$ cat src/rtl/fifo_write_logic_pkg.sv
// Shared definitions for the packet-aware FIFO write/read control blocks:
// FSM state encoding and default geometry.
package fifo_write_logic_pkg;

   // Default geometry: DEPTH must equal 2**PTR_SZ.
   localparam int DEF_DEPTH  = 8;
   localparam int DEF_PTR_SZ = 3;
   localparam int DEF_DATA_W = 8;

   // Packet framing state of the write side.
   typedef enum logic [1:0] {
      IDLE = 2'd0,   // between packets, spec_ptr == com_ptr
      RECV = 2'd1,   // inside a packet, bytes pending commit
      DROP = 2'd2    // discarding the rest of an oversize packet
   } state_t;

endpackage

$ cat src/rtl/fifo_write_logic_gray_ptr.sv
// PTR_SZ+1 bit binary pointer with increment, rewind/load and a registered
// Gray-coded copy. The Gray copy is computed from the next value, so it
// changes on the same edge as the binary pointer.
module fifo_write_logic_gray_ptr
   import fifo_write_logic_pkg::*;
#(
   parameter int W = DEF_PTR_SZ + 1
) (
   input  logic         clk,
   input  logic         rst,
   input  logic         inc,
   input  logic         load,
   input  logic [W-1:0] load_val,
   output logic [W-1:0] bin,
   output logic [W-1:0] gray
);

   logic [W-1:0] nxt;

   // Next pointer value: load has priority over increment.
   always_comb begin
      // NOTE: every always_comb output gets a default first so no path leaves it unassigned (no latch).
      nxt = bin;
      if (load) begin
         nxt = load_val;
      end else if (inc) begin
         nxt = bin + {{(W-1){1'b0}}, 1'b1};
      end
   end

   // Pointer register and its Gray image, synchronous active-low reset.
   always_ff @(posedge clk) begin
      // NOTE: sequential state uses non-blocking assignments so every register samples pre-edge values.
      if (!rst) begin
         bin  <= '0;
         gray <= '0;
      end else begin
         bin  <= nxt;
         gray <= nxt ^ (nxt >> 1);
      end
   end

endmodule

$ cat src/rtl/fifo_write_logic.sv
// Packet-aware write side of the router pointer FIFO. Bytes are written
// speculatively; the committed pointer only advances on the last byte of a
// packet, and only its Gray image is published to the read side. Packets
// that cannot fit in the FIFO are dropped instead of deadlocking.
module fifo_write_logic
   import fifo_write_logic_pkg::*;
#(
   parameter int DEPTH  = DEF_DEPTH,
   parameter int PTR_SZ = DEF_PTR_SZ,
   parameter int DATA_W = DEF_DATA_W
) (
   input  logic              clk,
   input  logic              rst,
   input  logic              wvalid,
   input  logic [DATA_W-1:0] wdata_in,
   input  logic              wlast,
   output logic              wready,
   input  logic [PTR_SZ:0]   wq2_rptr,
   output logic              write_en,
   output logic [PTR_SZ-1:0] waddr,
   output logic [DATA_W-1:0] wdata,
   output logic [PTR_SZ:0]   waddr_gray,
   output logic              wfull,
   output logic              pkt_drop
);

   // DEPTH expressed in pointer width (the wrap bit makes this representable).
   localparam logic [PTR_SZ:0] DEPTH_P = (PTR_SZ + 1)'(DEPTH);
   localparam logic [PTR_SZ:0] PTR_ONE = {{PTR_SZ{1'b0}}, 1'b1};

   // Gray to binary: each binary bit is the XOR of all Gray bits above and at it.
   function automatic logic [PTR_SZ:0] gray2bin(input logic [PTR_SZ:0] g);
      logic [PTR_SZ:0] b;
      b[PTR_SZ] = g[PTR_SZ];
      for (int i = PTR_SZ - 1; i >= 0; i--) begin
         b[i] = b[i+1] ^ g[i];
      end
      return b;
   endfunction

   state_t          state;
   logic [PTR_SZ:0] spec_ptr;
   logic [PTR_SZ:0] com_ptr;
   logic [PTR_SZ:0] spec_gray_unused;
   logic [PTR_SZ:0] rptr_bin;
   logic            full_raw;
   logic            pending_full;
   logic            acc;
   logic            commit;
   logic            oversize;

   // Full/ready decode: combinational so a read advance frees space at once.
   always_comb begin
      rptr_bin     = gray2bin(wq2_rptr);
      full_raw     = (spec_ptr - rptr_bin) == DEPTH_P;
      pending_full = (spec_ptr - com_ptr) == DEPTH_P;
      wfull        = rst && full_raw;
      wready       = rst && ((state == DROP) || !full_raw);
      acc          = wvalid && wready;
      write_en     = acc && (state != DROP);
      commit       = write_en && wlast;
      // The packet alone already fills the FIFO, so it can never complete.
      oversize     = rst && (state == RECV) && wvalid && full_raw && pending_full;
      waddr        = rst ? spec_ptr[PTR_SZ-1:0] : '0;
      wdata        = wdata_in;
   end

   // Speculative pointer: advances per written byte, rewinds on a drop.
   fifo_write_logic_gray_ptr #(
      .W (PTR_SZ + 1)
   ) u_spec_ptr (
      .clk      (clk),
      .rst      (rst),
      .inc      (write_en),
      .load     (oversize),
      .load_val (com_ptr),
      .bin      (spec_ptr),
      .gray     (spec_gray_unused)
   );

   // Committed pointer: jumps past the last byte of a complete packet.
   fifo_write_logic_gray_ptr #(
      .W (PTR_SZ + 1)
   ) u_com_ptr (
      .clk      (clk),
      .rst      (rst),
      .inc      (1'b0),
      .load     (commit),
      .load_val (spec_ptr + PTR_ONE),
      .bin      (com_ptr),
      .gray     (waddr_gray)
   );

   // Packet framing FSM with registered drop pulse.
   always_ff @(posedge clk) begin
      if (!rst) begin
         state    <= IDLE;
         pkt_drop <= 1'b0;
      end else begin
         pkt_drop <= 1'b0;
         case (state)
            IDLE: begin
               if (acc && !wlast) begin
                  state <= RECV;
               end
            end
            RECV: begin
               if (acc && wlast) begin
                  state <= IDLE;
               end else if (oversize) begin
                  state    <= DROP;
                  pkt_drop <= 1'b1;
               end
            end
            DROP: begin
               if (acc && wlast) begin
                  state <= IDLE;
               end
            end
            default: state <= IDLE;
         endcase
      end
   end

endmodule

$ cat config.mk
export PLATFORM = sky130hd
export DESIGN_NAME = fifo_write_logic
export DESIGN_NICKNAME = d
export VERILOG_FILES = /design/src/rtl/fifo_write_logic_pkg.sv /design/src/rtl/fifo_write_logic_gray_ptr.sv /design/src/rtl/fifo_write_logic.sv
export SDC_FILE = /design/constraint.sdc
export NUM_CORES = 1
export LEC_CHECK = 0
export ABC_AREA = 1
export CAP_MARGIN = 20
export CORE_MARGIN = 2
export CORE_UTILIZATION = 45
export DETAILED_ROUTE_END_ITERATION = 8
export HOLD_SLACK_MARGIN = 0.03
export PLACE_DENSITY = 0.86
export SLEW_MARGIN = 20
export SYNTH_ARGS = -nofsm -noshare
export SYNTH_HDL_FRONTEND = slang
export SYNTH_SLANG_ARGS = --single-unit
$ cat constraint.sdc
create_clock -name clk -period 2.3 [get_ports clk]
set_input_delay 0.23 -clock clk [delete_from_list [all_inputs] [get_ports clk]]
set_output_delay 0.23 -clock clk [all_outputs]
set_load 0.005 [all_outputs]
==> results of run 1 <==
registers in the layout (all words and copies together) (netlist names):
signal,flops
u_com_ptr.gray,3
pkt_drop,1
u_com_ptr.bin,4
u_spec_ptr.bin,4
state,2
power by group:
group | total, uW | switching, uW | internal, uW
combinational | 337 | 176 | 162
sequential | 275 | 14.7 | 260
clock | 170 | 74.1 | 96.2
per-layer routing:
metal	wire, um	up-vias
met2	1140	15
met4	8	0
li1	-	552
met5	0	-
met1	986	473
met3	89	2
stage by stage:
stage	utilization, %	instances	cell area, sq um
6_report	63.6	219	1450
5_1_grt	63.6	219	1450
4_1_cts	61.2	217	1390
3_5_place_dp	57.4	211	1310
3_3_place_gp	57.4	211	1310
2_1_floorplan	-	166	1100
synth_stat cells, drive strengths merged:
library cell / n / area share [%]
xor2: 4 / 3.2
nor2: 28 / 11
xnor2: 4 / 3.2
buf: 10 / 7.1
ha: 7 / 7.9
o21a: 1 / 0.68
o21ai: 7 / 3.5
clkinv: 1 / 0.45
nand4: 2 / 2.5
inv: 26 / 8.8
dfxtp: 14 / 25
a21oi: 5 / 2.3
o21bai: 4 / 2.7
and2b: 1 / 0.68
nand2: 43 / 16
or2: 1 / 0.57
nand3: 8 / 4.1
cell type report:
cell class                 count  area [sq um]  area share, %
sequential                    14           280           19.4
clock buffer                   4          36.3           2.51
inverter                      27           103           7.09
multi-input combinational    115           726           50.1
timing repair buffer          31           268           18.5
tap                           28          35.0           2.42
worst max-delay path, delay by kind of cell:
kind	cells	cell delay [ps]
xor+xnor	3	550
buf+inv	4	410
simple gates	6	370
fa+ha+maj	1	210
compound gates	1	150
cells in the final DEF (no fill, tap or decap), types with 2 or more instances in the layout:
cell type	Yosys	routed
nand2_1	38	35
inv_1	24	23
nor2_1	23	21
dfxtp_1	14	14
clkdlybuf4s50_1	0	12
buf_4	9	11
nand3_1	7	7
nand2_2	4	6
nor2_2	5	6
a21oi_1	5	4
o21bai_1	4	4
ha_1	7	4
xnor2_1	4	3
inv_2	2	3
xor2_1	4	3
o21ai_1	4	3
clkbuf_4	0	3
nand2_4	1	2
o21ai_2	1	2
o21ai_0	2	2
ha_4	0	2
dlygate4sd2_1	0	2
buf_2	0	2
buf_6	1	2
timing repair:
action	in CTS	in global routing
pin swaps	7	11
setup buffers	2	2
hold endpoints to repair	0	0
endpoints found under the setup margin	15	15
resized for setup	20	13
logic make-up (layout without fill, tap and decap cells):
kind of cell	after synthesis	in the layout	share of synthesized area (%)
flip-flops	14	14	25.4
adder cells (fa/ha/maj)	7	7	7.94
AND/OR/NAND/NOR	83	83	34.7
AO/OA/AOI/OAI	17	17	9.18
buffers and inverters	37	62	16.4
XOR/XNOR	8	8	6.35
path summary, 6_finish.rpt:
path                           from                end  depth (start not counted)
setup / recovery        wq2_rptr[2]             wready                         15
hold / removal          wdata_in[0]           wdata[0]                          0
setup reg to reg  u_spec_ptr.bin[1]  u_spec_ptr.bin[1]                         11
hold reg to reg            state[1]           state[0]                          3
==> summary.md, run 1 <==
| Metric | Value |
|---|---|
| Num CTS Buffers | `3` |
| CP peak stage delay | `210 ps` |
| Slowest stage cell on the critical path | `ha_2` |
| Worst path cell trace | `buf_2 > xnor2_4 > xor2_2 > xnor2_1 > ha_2 > inv_2 > nand2_4 > nand2_2 > nand2_1 > nand2_1 > nand2_2 > nand2_4 > o21ai_2 > inv_1 > clkdlybuf4s15_1` |
| Final setup TNS | `0 ps` |
| DRT iter0 DRCs | `7` |
| Critical path required time | `about 2100 ps` |
| Cells after Synth | `166` |
| FMAX | `between 400 and 500 MHz` |
| Power per cell area | `about 540 mW/mm^2` |
| Post-synthesis sequential area ratio | `25.4%` |
| Max clock buf depth | `2` |
| Die Width | `about 54 um` |
| Post-Syn Nets | `between 150 and 200` |
| CP startpoint kind | `primary input` |
| Vias in the first global route | `935` |
| Max FO, Critical Path | `3` |
| Area growth syn-to-layout | `31.2%` |
| Global route hottest layer | `met2` |
| GRT Util Overall | `between 10% and 20%` |
| Worst Max-Slew Pin Slew | `between 200 and 300 ps` |
| Power, Total | `just under 800 uW` |
| Final hold violation count | `0` |
| Wire length per cell | `10.2 um` |
| Crit path kind | `in2out` |
| GRT overflow | `0` |
| Final wirelength | `about 2200 um` |
| Total die area | `roughly 0.0029 sq mm` |
| Peak supply drop | `0.497 mV` |
| R2R setup slack | `between 200 and 250 ps` |
| Initial Util | `48.5%` |
| M2 GR Usage | `a little under a third` |
| Distinct cells, synth | `26` |
| GPL Wtd Cong | `0.791` |
| Hpwl dp | `1620 um` |
| H-tree level count | `1` |
| DR vias | `1042` |
| # hold bufs at CTS | `0` |
| Post-layout nets | `~220` |
| Die H | `between 50 and 60 um` |
| Final setup viols | `0` |
| Routed vias/inst | `between 4 and 5` |
| TritonCTS clock tree | `yes` |
| Synthesis Warnings | `0` |
| Initial antenna violation count | `0` |
| Clock insertion delay at the later pin of the skew report | `approximately 270 ps` |
| First-pass GRT wire length | `approximately 3700 um` |
| Synth Register Bits | `14` |
| Largest net degree at the start of global routing | `13` |
| Layout cells sized above 1 | `25.7%` |
| Row count | `17` |
| Clock Sinks | `14` |
| Mapped cell area | `between 0.001 and 0.0015 sq mm` |
| CP Capture Type | `output pin` |
| Static Leak | `0.000711 uW` |
| First-pass DRT Iterations | `4` |
| Antenna cells | `0` |
| Min Tclk post-route | `~2200 ps` |
| I/O pins | `35` |
| Critical path data arrival time | `roughly 1900 ps` |
| Rel. slew slack | `80.0%` |
| Fin. max-slew vios | `0` |
| Hold_ws | `between 400 and 500 ps` |
| Final WS setup | `144 ps` |
| Syn Area/Cell | `6.65 sq um` |
| Place WS | `-521 ps` |
| Fin crit share | `a little over nine tenths` |
| DRC | `0` |
| Met1 GRT Util | `20.6%` |
| Root buf cell | `clkbuf_4` |
| Run status | `finished clean` |
| Final ANT Viol Nets | `0` |
| Core box area | `0.00228 sq mm` |
| # fillers | `210` |
| IO Port Bufs | `18` |
| MaxCap Viol Count | `0` |
| Met3 Track Usage GR | `4.24%` |
| Fin Clk Skew | `~3.3 ps` |
| Min-delay worst type | `in2out` |
(Power assumes the default switching activity.)
==> run 2, diff against run 1 <==
clock period = 2.6 ns   (was 2.3 ns; I/O delays follow)
==> summary.md, run 2 (synthesized netlist as in run 1, its figures left out) <==
| Metric | Value |
|---|---|
| Final hold violation count | `0 (unchanged)` |
| Worst path cell trace | `clkdlybuf4s50_1 > xor2_2 > xnor2_1 > ha_2 > inv_1 > nand2_2 > nand2_2 > nand3_1 > nand2_2 > nand2_4 > nand4_4 > inv_1 > dlygate4sd2_1` |
| Critical path data arrival time | `2130 ps (+200 ps)` |
| Post-layout nets | `209 (-2.8%)` |
| Fin Clk Skew | `1.81 ps (-1.47 ps)` |
| Most frequent CP cell | `nand2_2` |
| Final setup viols | `0 (unchanged)` |
| Crit path max-delay family | `buffers and inverters` |
| Max FO, Critical Path | `4 (+1)` |
| First-pass GRT wire length | `3740 um (+2.1%)` |
| Crit path kind | `in2out` |
| Largest registers | `u_com_ptr.bin (4), u_spec_ptr.bin (4), u_com_ptr.gray (3)` |
| GRT overflow | `0 (unchanged)` |
| Core box area | `0.00228 sq mm (unchanged)` |
| Fin. max-slew vios | `0 (unchanged)` |
| Critical path required time | `2340 ps (+270 ps)` |
| Area growth syn-to-layout | `23.0%` |
| Final wirelength | `2210 um (-0.45%)` |
| Num CTS Buffers | `3 (unchanged)` |
| Clock insertion delay at the later pin of the skew report | `290 ps (+20 ps)` |
| CP peak stage delay | `510 ps (+300 ps)` |
| DRT iter0 DRCs | `18 (+11)` |
| Final setup TNS | `0 ps (unchanged)` |
| I/O pins | `35 (unchanged)` |
| Total die area | `0.00286 sq mm (unchanged)` |
| Vias in the first global route | `941 (+0.64%)` |
| Peak supply drop | `0.367 mV (-26%)` |
| FMAX | `approximately 420 MHz` |
| Clock Sinks | `14 (unchanged)` |
| CP startpoint kind | `primary input` |
| Hold_ws | `520 ps (+60.0 ps)` |
| DR vias | `1039 (-0.29%)` |
| Root buf cell | `clkbuf_4` |
| Slowest stage cell on the critical path | `clkdlybuf4s50_1` |
| IO Port Bufs | `18 (unchanged)` |
| Static Leak | `0.000689 uW (-3.1%)` |
| Antenna cells | `0 (unchanged)` |
| Hpwl dp | `1660 um (+2.7%)` |
| WP buf/inv | `4 (unchanged)` |
| Most frequent cells in the layout | `35 x nand2_1, 24 x inv_1, 22 x nor2_1` |
| Max clock buf depth | `2 (unchanged)` |
| TritonCTS clock tree | `yes` |
| Min Tclk post-route | `approximately 2400 ps` |
| Worst Max-Slew Pin Slew | `284 ps (-13.9 ps)` |
| Wire length per cell | `10.4 um (+2.4%)` |
| First-pass DRT Iterations | `4 (unchanged)` |
| DRC | `0 (unchanged)` |
| Non-filler cells, final | `213 (-2.7%)` |
| H-tree level count | `1 (unchanged)` |
| Rel. slew slack | `81.0% (+1.0 points)` |
| # fillers | `226 (+7.6%)` |
| GPL Wtd Cong | `0.782 (-1.1%)` |
| Fin crit share | `between 90% and 100%` |
| Die Width | `53.5 um (unchanged)` |
| Routed vias/inst | `4.88 (+2.5%)` |
| Final ANT Viol Nets | `0 (unchanged)` |
| Commonest non-fill, non-tap cell in the layout | `nand2_1` |
| Largest net degree at the start of global routing | `13 (unchanged)` |
| Run status | `finished clean` |
| Min-delay worst type | `in2out` |
| Row count | `17 (unchanged)` |
| Layout cells sized above 1 | `18.9% (-6.7 points)` |
| Power per cell area | `492 mW/mm^2 (-9.0%)` |
| RSZ-0062 raised after global routing | `false` |
| CP Capture Type | `output pin` |
| Die H | `53.5 um (unchanged)` |
| Initial Util | `48.5% (unchanged)` |
| MaxCap Viol Count | `0 (unchanged)` |
| GRT Util Overall | `17.7% (+0.32 points)` |
| Placed Cells incl. Taps | `209 (-0.95%)` |
| Initial antenna violation count | `0 (unchanged)` |
run 2: cell count changes in the layout (fill, tap and decap cells not counted), moves of 2 or more:
| cell | change |
|---|---|
| buf_2 | -2 |
| dlygate4sd2_1 | +2 |
| buf_4 | -4 |
| ha_4 | -2 |
| buf_6 | -2 |
| ha_1 | +2 |
run 2: layout make-up:
cell class | instances | area (sq um) | share of cell area (%)
flip-flops and latches | 14 | 280 | 20.6
repair buffers | 25 | 230 | 17.0
inverters | 27 | 103 | 7.56
clock buffers | 4 | 36.3 | 2.67
multi-input cells | 115 | 673 | 49.6
well taps | 28 | 35.0 | 2.58
run 2: final timing paths:
| check | slack [ps] | start | cells after the start | endpoint |
|---|---|---|---|---|
| worst max-delay path | 210 | wq2_rptr[1] | 13 | write_en |
| worst min-delay path | 520 | wdata_in[0] | 0 | wdata[0] |
| worst min register to register | 560 | state[1] | 3 | state[0] |
| worst max register to register | 500 | u_spec_ptr.bin[0] | 17 | u_com_ptr.gray[1] |
run 2: what timing repair did:
action / CTS / global route
pin swaps: 6 / 5
resized for setup: 9 / 4
hold buffers: 0 / 0
endpoints found under the setup margin: 3 / 5
endpoints found under the hold margin: 0 / 0
buffers inserted: 0 / 0
run 2: stage by stage:
stage | total power, uW | area (sq um) | setup WS (ps) | util, %
global placement | 490 | 1290 | -233 | 56.8
CTS | 665 | 1340 | -92.3 | 59.0
detailed placement | 497 | 1290 | -321 | 56.8
global route | 719 | 1360 | 34.4 | 59.6
floorplan | 426 | 1100 | 543 | -
finish | 668 | 1360 | 207 | 59.6
run 2: metal layers:
metal / routed length [um] / share of wire, % / GRT usage [%] / vias to the layer above
met5: 0 / 0 / 0 / -
met3: 139 / 6.3 / 3.95 / 4
met2: 1050 / 47 / 29.8 / 33
li1: - / - / - / 537
met1: 993 / 45 / 21.6 / 465
met4: 29 / 1.3 / 7.26 / 0
run 2: worst reg2reg max path: stages (launching register included):
cell and delay (ps):
dfxtp_1 460, inv_1 120, ha_2 200, inv_1 70, nand2_2 70, nand2_2 60
nand2_1 50, nand2_1 60, nand2_2 60, nand2_4 100, nand4_4 80, buf_4 170
nor2_2 160, nand2_1 90, nand2_2 110, nand2_1 60, nand2_1 50, nor2_1 30
run 2: power by group:
group / switching [uW] / leakage [uW] / total [uW] / internal [uW]
logic: 143 / 0.000553 / 262 / 119
clock network: 77.3 / 0.0000210 / 163 / 85.3
registers: 12.6 / 0.000115 / 243 / 230
total: 233 / 0.000689 / 668 / 435
==> run 3, diff against run 2 <==
PLACE_DENSITY = not set   (was 0.86)
PLACE_DENSITY_LB_ADDON = 0.25   (was not set)
==> summary.md, run 3 (synthesized netlist as in run 1, its figures left out) <==
| Metric | Value |
|---|---|
| Run status | `finished clean` |
| IO Port Bufs | `18 (unchanged)` |
| Fin. max-slew vios | `0 (unchanged)` |
| First-pass GRT wire length | `4150 um (+11%)` |
| Die Width | `53.5 um (unchanged)` |
| DR vias | `1020 (-1.8%)` |
| MaxCap Viol Count | `0 (unchanged)` |
| Die H | `53.5 um (unchanged)` |
| Largest net degree at the start of global routing | `13 (unchanged)` |
| DRC | `0 (unchanged)` |
| Area growth syn-to-layout | `24.1%` |
| Static Leak | `0.000703 uW (+2.0%)` |
| Antenna cells | `0 (unchanged)` |
| Total die area | `0.00286 sq mm (unchanged)` |
| First-pass DRT Iterations | `4 (unchanged)` |
| Final setup viols | `0 (unchanged)` |
| Root buf cell | `clkbuf_4` |
| Crit path kind | `in2out` |
| Wire length per cell | `11.0 um (+6.1%)` |
| Rel. slew slack | `78.8% (-2.2 points)` |
| FMAX | `426 MHz (+2.1%)` |
| Initial antenna violation count | `0 (unchanged)` |
| CP Capture Type | `output pin` |
| Clock Sinks | `14 (unchanged)` |
| Min-delay worst type | `in2out` |
| Hold_ws | `520 ps (unchanged)` |
| RSZ-0062 raised after global routing | `false` |
| Largest registers | `u_com_ptr.bin (4), u_spec_ptr.bin (4), u_com_ptr.gray (3)` |
| Most frequent cells in the layout | `36 x nand2_1, 24 x inv_1, 22 x nor2_1` |
| Vias in the first global route | `1058 (+12%)` |
| Max FO, Critical Path | `4 (unchanged)` |
| H-tree level count | `1 (unchanged)` |
| DRT iter0 DRCs | `9 (-9)` |
| Final hold violation count | `0 (unchanged)` |
| I/O pins | `35 (unchanged)` |
| Fin Clk Skew | `1.13 ps (-0.680 ps)` |
| Row count | `17 (unchanged)` |
| Final ANT Viol Nets | `0 (unchanged)` |
| TritonCTS clock tree | `yes` |
| GPL Wtd Cong | `0.822 (+5.1%)` |
| GRT overflow | `0 (unchanged)` |
| Routed vias/inst | `4.79 (-1.8%)` |
| CP startpoint kind | `primary input` |
| Min Tclk post-route | `2350 ps (-48.1 ps)` |
| Max clock buf depth | `2 (unchanged)` |
| Commonest non-fill, non-tap cell in the layout | `nand2_1` |
| Clock insertion delay at the later pin of the skew report | `270 ps (-20 ps)` |
| Placed Cells incl. Taps | `207 (-0.96%)` |
| Power per cell area | `483 mW/mm^2 (-1.8%)` |
| GRT Util Overall | `19.4% (+1.7 points)` |
| Critical path required time | `2340 ps (about the same)` |
| Num CTS Buffers | `3 (unchanged)` |
| Final wirelength | `2350 um (+6.1%)` |
| Layout cells sized above 1 | `18.9% (unchanged)` |
| Initial Util | `48.5% (unchanged)` |
| Non-filler cells, final | `213 (unchanged)` |
| Hpwl dp | `1870 um (+12%)` |
| Critical path data arrival time | `2090 ps (-40 ps)` |
| Fin crit share | `90.2% (-1.9 points)` |
| Post-layout nets | `209 (unchanged)` |
| Peak supply drop | `0.355 mV (-3.5%)` |
| Worst Max-Slew Pin Slew | `319 ps (+34.5 ps)` |
| Core box area | `0.00228 sq mm (unchanged)` |
[run 3: cell count changes in the layout (fill, tap and decap cells not counted), sizes merged]
cell	previous run	this run
clkdlybuf4s50	13	12
dlymetal6s2s	1	2
[run 3: critical path, stage by stage]
cell           delay, ps
dlygate4sd2_1        260
xnor2_2              220
xor2_2               200
xnor2_1              140
ha_2                 190
inv_1                 40
nand2_2               70
nand2_1               80
nand3_1              100
nand2_2               70
nand2_4               90
nand4_4               80
inv_1                 60
dlygate4sd2_1        220
[run 3: per-layer routing]
metal  GRT usage (%)  share of wire, %  vias to the layer above
li1                -                 -                      536
met1            19.9                44                      459
met2            37.9                50                       19
met3            3.95               4.3                        6
met4            6.84               1.3                        0
met5               0                 0                        -
[run 3: report_power, final]
group | internal, uW | switching, uW | total, uW
logic | 120 | 143 | 263
clock network | 85.1 | 67.6 | 153
registers | 230 | 15.9 | 246
[run 3: layout make-up]
type	instances	area, sq um
clock buffer	4	36.3
fill	213	906
inverter	27	103
multi-input combinational	115	683
sequential	14	280
tap	28	35.0
timing repair buffer	25	233
[run 3: through the flow]
step	setup slack, ps	total power, uW	area [sq um]	setup TNS [ps]	util (%)
after global routing	49.2	721	1370	0	60.2
after global placement	-219	485	1280	-1070	56.1
final	255	662	1370	0	60.2
after floorplan	543	426	1100	0	-
after detailed placement	-300	498	1280	-2290	56.1
after CTS	-9.82	669	1370	-9.82	60.0
[run 3: what timing repair did]
action | 4_1_cts | 5_1_grt
hold endpoints to repair | 0 | 0
hold buffers | 0 | 0
pin swaps | 5 | 5
gates resized for setup | 12 | 2
endpoints found under the setup margin | 3 | 2
setup buffers | 2 | 0
[run 3: worst paths after layout]
| path | slack (ps) | start | depth (start not counted) | endpoint |
|---|---|---|---|---|
| setup / recovery | 250 | wq2_rptr[2] | 14 | write_en |
| hold / removal | 520 | wdata_in[0] | 0 | wdata[0] |
| setup reg to reg | 460 | u_spec_ptr.bin[0] | 17 | u_com_ptr.gray[2] |
| hold reg to reg | 550 | state[1] | 3 | state[0] |
